===== src/rtl/mem_port_arbiter.sv =====
// Shares one single-ported memory between instruction fetch and data access: data wins,
// fetch is forced in after STARVE_MAX data grants, and a watchdog aborts stalled accesses.
// Optional ARB_PERF_CNT_EN adds fetch-wait and data-grant performance counters.
module mem_port_arbiter #(
    parameter int ADDR_W     = 32,
    parameter int DATA_W     = 32,
    parameter int STARVE_MAX = 4,
    parameter int TIMEOUT    = 15
) (
    input  logic              clk,
    input  logic              rst,
    input  logic              if_req,
    input  logic [ADDR_W-1:0] if_addr,
    output logic [DATA_W-1:0] if_rdata,
    output logic              if_ack,
    input  logic              d_req,
    input  logic              d_we,
    input  logic [ADDR_W-1:0] d_addr,
    input  logic [DATA_W-1:0] d_wdata,
    output logic [DATA_W-1:0] d_rdata,
    output logic              d_ack,
    output logic              mem_en,
    output logic              mem_we,
    output logic [ADDR_W-1:0] mem_addr,
    output logic [DATA_W-1:0] mem_wdata,
    input  logic [DATA_W-1:0] mem_rdata,
    input  logic              mem_ready,
    output logic              err
`ifdef ARB_PERF_CNT_EN
    ,
    output logic [15:0]       perf_if_wait,
    output logic [15:0]       perf_d_grants
`endif
);

    typedef enum logic [1:0] {
        S_IDLE,
        S_IF_BUSY,
        S_D_BUSY
    } state_t;

    state_t              r_state;
    state_t              w_nextState;
    logic                w_grantIf;
    logic                w_grantD;
    logic                w_done;
    logic                w_abort;
    logic                w_starved;
    logic                w_wdExpired;
    logic [3:0]          r_starveCnt;
    logic [7:0]          r_wdCnt;
    logic                r_ifAck;
    logic                r_dAck;
    logic                r_err;
    logic [DATA_W-1:0]   r_ifRdata;
    logic [DATA_W-1:0]   r_dRdata;
    logic                r_memEn;
    logic                r_memWe;
    logic [ADDR_W-1:0]   r_memAddr;
    logic [DATA_W-1:0]   r_memWdata;

    assign w_starved   = if_req && (r_starveCnt == 4'(STARVE_MAX));
    assign w_wdExpired = (r_wdCnt == 8'(TIMEOUT - 1));

    always_ff @(posedge clk or negedge rst) begin
        if (!rst) r_state <= S_IDLE;
        else      r_state <= w_nextState;
    end

    // A completion in the same cycle as the last watchdog tick is honoured, not aborted.
    always_comb begin
        w_nextState = r_state;
        w_grantIf   = 1'b0;
        w_grantD    = 1'b0;
        w_done      = 1'b0;
        w_abort     = 1'b0;
        case (r_state)
            S_IDLE: begin
                if (d_req && !w_starved) begin
                    w_grantD    = 1'b1;
                    w_nextState = S_D_BUSY;
                end else if (if_req) begin
                    w_grantIf   = 1'b1;
                    w_nextState = S_IF_BUSY;
                end
            end
            S_IF_BUSY, S_D_BUSY: begin
                if (mem_ready) begin
                    w_done      = 1'b1;
                    w_nextState = S_IDLE;
                end else if (w_wdExpired) begin
                    w_abort     = 1'b1;
                    w_nextState = S_IDLE;
                end
            end
            default: w_nextState = S_IDLE;
        endcase
    end

    always_ff @(posedge clk or negedge rst) begin
        if (!rst) begin
            r_ifAck    <= 1'b0;
            r_dAck     <= 1'b0;
            r_err      <= 1'b0;
            r_ifRdata  <= '0;
            r_dRdata   <= '0;
            r_memEn    <= 1'b0;
            r_memWe    <= 1'b0;
            r_memAddr  <= '0;
            r_memWdata <= '0;
            r_wdCnt    <= '0;
        end else begin
            r_ifAck <= 1'b0;
            r_dAck  <= 1'b0;
            r_err   <= 1'b0;
            if (w_grantIf || w_grantD) begin
                r_memEn    <= 1'b1;
                r_memWe    <= w_grantD && d_we;
                r_memAddr  <= w_grantD ? d_addr : if_addr;
                r_memWdata <= w_grantD ? d_wdata : '0;
                r_wdCnt    <= '0;
            end else if (w_done || w_abort) begin
                r_memEn <= 1'b0;
                r_memWe <= 1'b0;
                r_err   <= w_abort;
                r_wdCnt <= '0;
                if (r_state == S_IF_BUSY) begin
                    r_ifAck   <= 1'b1;
                    r_ifRdata <= w_abort ? '0 : mem_rdata;
                end else begin
                    r_dAck   <= 1'b1;
                    r_dRdata <= (w_abort || r_memWe) ? '0 : mem_rdata;
                end
            end else if (r_state != S_IDLE) begin
                r_wdCnt <= r_wdCnt + 8'd1;
            end
        end
    end

    // Fetch starvation only accumulates while fetch is actually waiting at a data grant.
    always_ff @(posedge clk or negedge rst) begin
        if (!rst) begin
            r_starveCnt <= '0;
        end else if (w_grantIf) begin
            r_starveCnt <= '0;
        end else if (w_grantD) begin
            if (!if_req)                                 r_starveCnt <= '0;
            else if (r_starveCnt != 4'(STARVE_MAX))      r_starveCnt <= r_starveCnt + 4'd1;
        end
    end

`ifdef ARB_PERF_CNT_EN
    logic [15:0] r_perfIfWait;
    logic [15:0] r_perfDGrants;

    always_ff @(posedge clk or negedge rst) begin
        if (!rst) begin
            r_perfIfWait  <= '0;
            r_perfDGrants <= '0;
        end else begin
            if (if_req && !r_ifAck && (r_perfIfWait != 16'hFFFF))
                r_perfIfWait <= r_perfIfWait + 16'd1;
            if (w_grantD && (r_perfDGrants != 16'hFFFF))
                r_perfDGrants <= r_perfDGrants + 16'd1;
        end
    end

    assign perf_if_wait  = r_perfIfWait;
    assign perf_d_grants = r_perfDGrants;
`endif

    assign if_rdata  = r_ifRdata;
    assign if_ack    = r_ifAck;
    assign d_rdata   = r_dRdata;
    assign d_ack     = r_dAck;
    assign err       = r_err;
    assign mem_en    = r_memEn;
    assign mem_we    = r_memWe;
    assign mem_addr  = r_memAddr;
    assign mem_wdata = r_memWdata;

endmodule

===== config.mk =====
export PLATFORM = sky130hd
export DESIGN_NAME = mem_port_arbiter
export DESIGN_NICKNAME = d
export VERILOG_FILES = /design/src/rtl/mem_port_arbiter.sv
export SDC_FILE = /design/constraint.sdc
export NUM_CORES = 1
export LEC_CHECK = 0
export CORE_MARGIN = 3
export CORE_UTILIZATION = 44
export CTS_BUF_LIST = sky130_fd_sc_hd__clkbuf_4 sky130_fd_sc_hd__clkbuf_8
export DETAILED_ROUTE_END_ITERATION = 8
export PLACE_DENSITY = 0.83
export SYNTH_ARGS = -nofsm -noshare
export SYNTH_HDL_FRONTEND = slang
export SYNTH_SLANG_ARGS = --single-unit

===== constraint.sdc =====
create_clock -name clk -period 2.7 [get_ports clk]
set_input_delay 0.675 -clock clk [delete_from_list [all_inputs] [get_ports clk]]
set_output_delay 0.675 -clock clk [all_outputs]
set_load 0.01 [all_outputs]

==> impl.org <==
** Status
- The flow ran to the end, and the final reports show no timing, DRC or antenna violations.

** GRT
- Total congestion overflow :: 0
- Maximum number of pins on one net before global-route repair :: 99
- The number of global-route vias before repair is 5306.
- Across every metal layer, demand over resource in global routing totals 0.223.
- The initial antenna violation count was 0.
- First-pass GRT wire length :: 27900 µm

** Floorplan
- From left edge to right edge, the die measures 125 µm.
- Core area :: 13500 µm²
- # rows :: 42
- The floorplan step set the die height to 125 µm.
- Starting density of the core :: 0.459
- The die covers 15500 µm².
- I/O pin count :: 267

** Worst setup path
- The startpoint identified for the worst register-to-register timing path is r_state[0].
- STA puts the critical path data required time at 3.04 ns.
- The setup check on the worst reg-to-reg path leaves a slack of 0.52 ns.
- STA classifies the critical path endpoint as a register.
- Critical Setup Path Class :: register to register
- The slowest stage of the critical path is the sky130_fd_sc_hd__dfrtp_1 cell.
- Measured in cells, the most critical reg-to-reg path has a length of 7.
- The critical path goes through inv_1 > ha_1 > o21a_1 > or3_4 > or2_2 > buf_12 > o31ai_1.
- Data on the critical path arrives at its endpoint at 2.52 ns.
- The cell family contributing the most delay on the critical path is simple AND/OR/NAND/NOR gates.
- Path length in cells of the critical path :: 7
- Biggest fanout along the worst timing path :: 33
- Together, buffers and inverters on the worst path number 2.
- Crit Reg-Reg Endpoint :: d_rdata[2]
- On the worst path, the slowest cell contributes a delay of 0.39 ns.
- Launching instance or port of the critical path :: r_state[0]
- Following the worst setup path forward leads to its endpoint at d_rdata[2].
- The worst setup path is launched from a register.

** Drt
- Detailed Routing Iterations Pass 1 :: 5
- In this run, the number of DRC markers left after iteration 0 of detailed routing was 287.
- Detailed routing inserted a total of 5133 vias.
- Number of vias per cell :: 5.28
- Final Routed Wirelength :: 17200 µm
- DR WL/cell :: 17.7 µm
- DRC errors left :: 0
- Antenna-violating nets left :: 0

** Synthesis
- The synthesized design contains 0 enable-type register cells.
- sky130_fd_sc_hd__dfrtp_1 is the most common cell in the netlist.
- Synth top cells by count :: sky130_fd_sc_hd__dfrtp_1, sky130_fd_sc_hd__a22o_1, sky130_fd_sc_hd__o21ai_0
- The Yosys step of the flow raised 0 warnings.
- Count of distinct cell types in the synthesized netlist :: 36
- Mapped Nets :: 663
- Number of storage elements in the synthesis netlist :: 147
- Top-area cell type share of the netlist area :: 0.594
- Main synth FF type :: sky130_fd_sc_hd__dfrtp_1
- Synthesis handed over a netlist of 523 instances.
- Share of synthesized flip-flops with an asynchronous set or reset :: 1.00
- Of all cell types, the one taking the most synthesized area is sky130_fd_sc_hd__dfrtp_1.
- Each instance of the synthesized netlist takes up on average 11.8 µm².
- Ranked by total cell area, the synthesized netlist is headed by sky130_fd_sc_hd__dfrtp_1, sky130_fd_sc_hd__a22o_1, sky130_fd_sc_hd__o31ai_2, sky130_fd_sc_hd__mux2i_1, sky130_fd_sc_hd__o21ai_0.
- Of the synthesized area, sequential elements account for 0.594.
- Summing every instance area after synthesis gives 6190 µm².

** STA
- The number of pins exceeding their max-slew limit in the final report is 0.
- Hold violation count in the final report :: 0
- RSZ-0062 raised after global routing :: false
- Dividing the final minimum period by the clock period gives 0.809.
- Fin crit period :: 2.18 ns
- Maximum clock frequency :: 458 MHz
- Worst Hold Slack :: 0.145 ns
- In the final timing run, aggregate negative setup slack is 0 ns.
- Final setup violating endpoints :: 0
- Tightest Pin Transition :: 0.587 ns
- In this run the tightest slew margin relative to its limit is 0.606.
- Clock tree skew after final layout :: 0.0127 ns

** Clock network
- Cts hold-fix bufs :: 0
- Clk_lat worst skew :: 0.44 ns
- TritonCTS built the clock tree.
- CTS sink cnt :: 147
- Number of buffers on the longest clock path :: 2
- Post-CTS repair changed the size of 0 cells.
- TritonCTS created 17 clock buffers.
- Once the clock tree was built, the setup fixing pass inserted 0 buffers.
- Clock tree synthesis selected as its root buffer the cell sky130_fd_sc_hd__clkbuf_8.
- Clock transition time at the flip-flop clock pins of the worst setup and hold paths :: 0.08 ns
- In this run the number of H-tree levels came out at 4.

** Power and ir drop
- Worst VDD drop :: 589 µV
- Total Power Consumption :: 10.5 mW
- The analysis attributes to cell leakage a power of 4.30 nW.
- Dividing total power by cell area gives a power density of 1100 nW/µm².

** Placement
- Placer Congestion :: 0.913
- Port buffering added 266 buffers.
- HPWL reported at the end of detailed placement :: 12800 µm

** Finish
- # diodes :: 0
- Fraction of layout cells with a size suffix above 1 :: 0.107
- The area growth from synthesis to layout is 54.7%.
- Filler instances :: 926
- Number of nets in the final layout :: 924

** Job
- The tool flagged a number of max-cap violations equal to 0.

** Min path
- The worst hold path belongs to the class input port to asynchronous set/reset pin.
==> power by group <==
part | switching (mW) | leakage, nW | total [mW] | internal [mW]
sequential | 0.552 | 1.88 | 3.71 | 3.16
clock | 0.813 | 0.237 | 1.98 | 1.16
combinational | 2.23 | 2.18 | 4.85 | 2.62
total | 3.59 | 4.30 | 10.5 | 6.95
==> layer usage <==
metal | vias up | wire (µm) | global-route usage
met5 | - | 0 | 0
met4 | 0 | 461 | 0.0851
met3 | 38 | 1270 | 0.0669
met2 | 207 | 8830 | 0.388
met1 | 2515 | 6640 | 0.259
li1 | 2373 | - | -
==> cell type report <==
type | instances | area [µm²] | area share
flip-flops and latches | 147 | 3680 | 0.384
repair buffers | 280 | 2840 | 0.297
multi-input cells | 296 | 2210 | 0.231
clock buffers | 20 | 269 | 0.0281
well taps | 176 | 220 | 0.0230
clock inverters | 12 | 203 | 0.0212
inverters | 42 | 158 | 0.0165
==> kinds of logic after synthesis <==
family	share of synthesized area
compound gates	0.220
xor+xnor	0.00990
fa+ha+maj	0.0121
buf+inv	0.0553
flops	0.594
mux	0.0535
simple gates	0.0553
==> stage by stage <==
step / setup WS (ns) / util / instance area [µm²] / instances
finish: 0.515 / 0.709 / 9580 / 973
global placement: 0.214 / 0.675 / 9110 / 941
floorplan: 0.697 / - / 6190 / 523
global route: 0.399 / 0.709 / 9580 / 973
CTS: 0.505 / 0.709 / 9580 / 973
detailed placement: 0.168 / 0.675 / 9110 / 941
==> worst min path at each step <==
| stage | depth (start not counted) | end |
|---|---|---|
| 2_1_floorplan | 0 | d_ack |
| 3_3_place_gp | 2 | mem_addr[20] |
| 3_5_place_dp | 2 | mem_addr[9] |
| 4_1_cts | 1 | if_ack |
| 5_1_grt | 1 | if_rdata[26] |
| 6_report | 1 | if_rdata[24] |
==> registers in the layout, summed over array words and instances (netlist names) <==
name,cells
d_rdata,32
if_rdata,32
mem_addr,32
mem_wdata,32
r_wdCnt,8
r_starveCnt,4
r_state,2
d_ack,1
err,1
if_ack,1
mem_en,1
mem_we,1
==> placed cells by master, fill, tap and decap left out, drive strengths merged, types with 5 or more instances in the layout <==
cell type	instances
a22o	65
ha	6
clkinv	5
o31ai	33
bufinv	5
o21ai	69
nand2	44
buf	15
clkdlybuf4s50	265
xor2	6
clkbuf	20
nor2	11
mux2i	32
inv	43
dfrtp	147
Power figures use the tool's default switching activity.
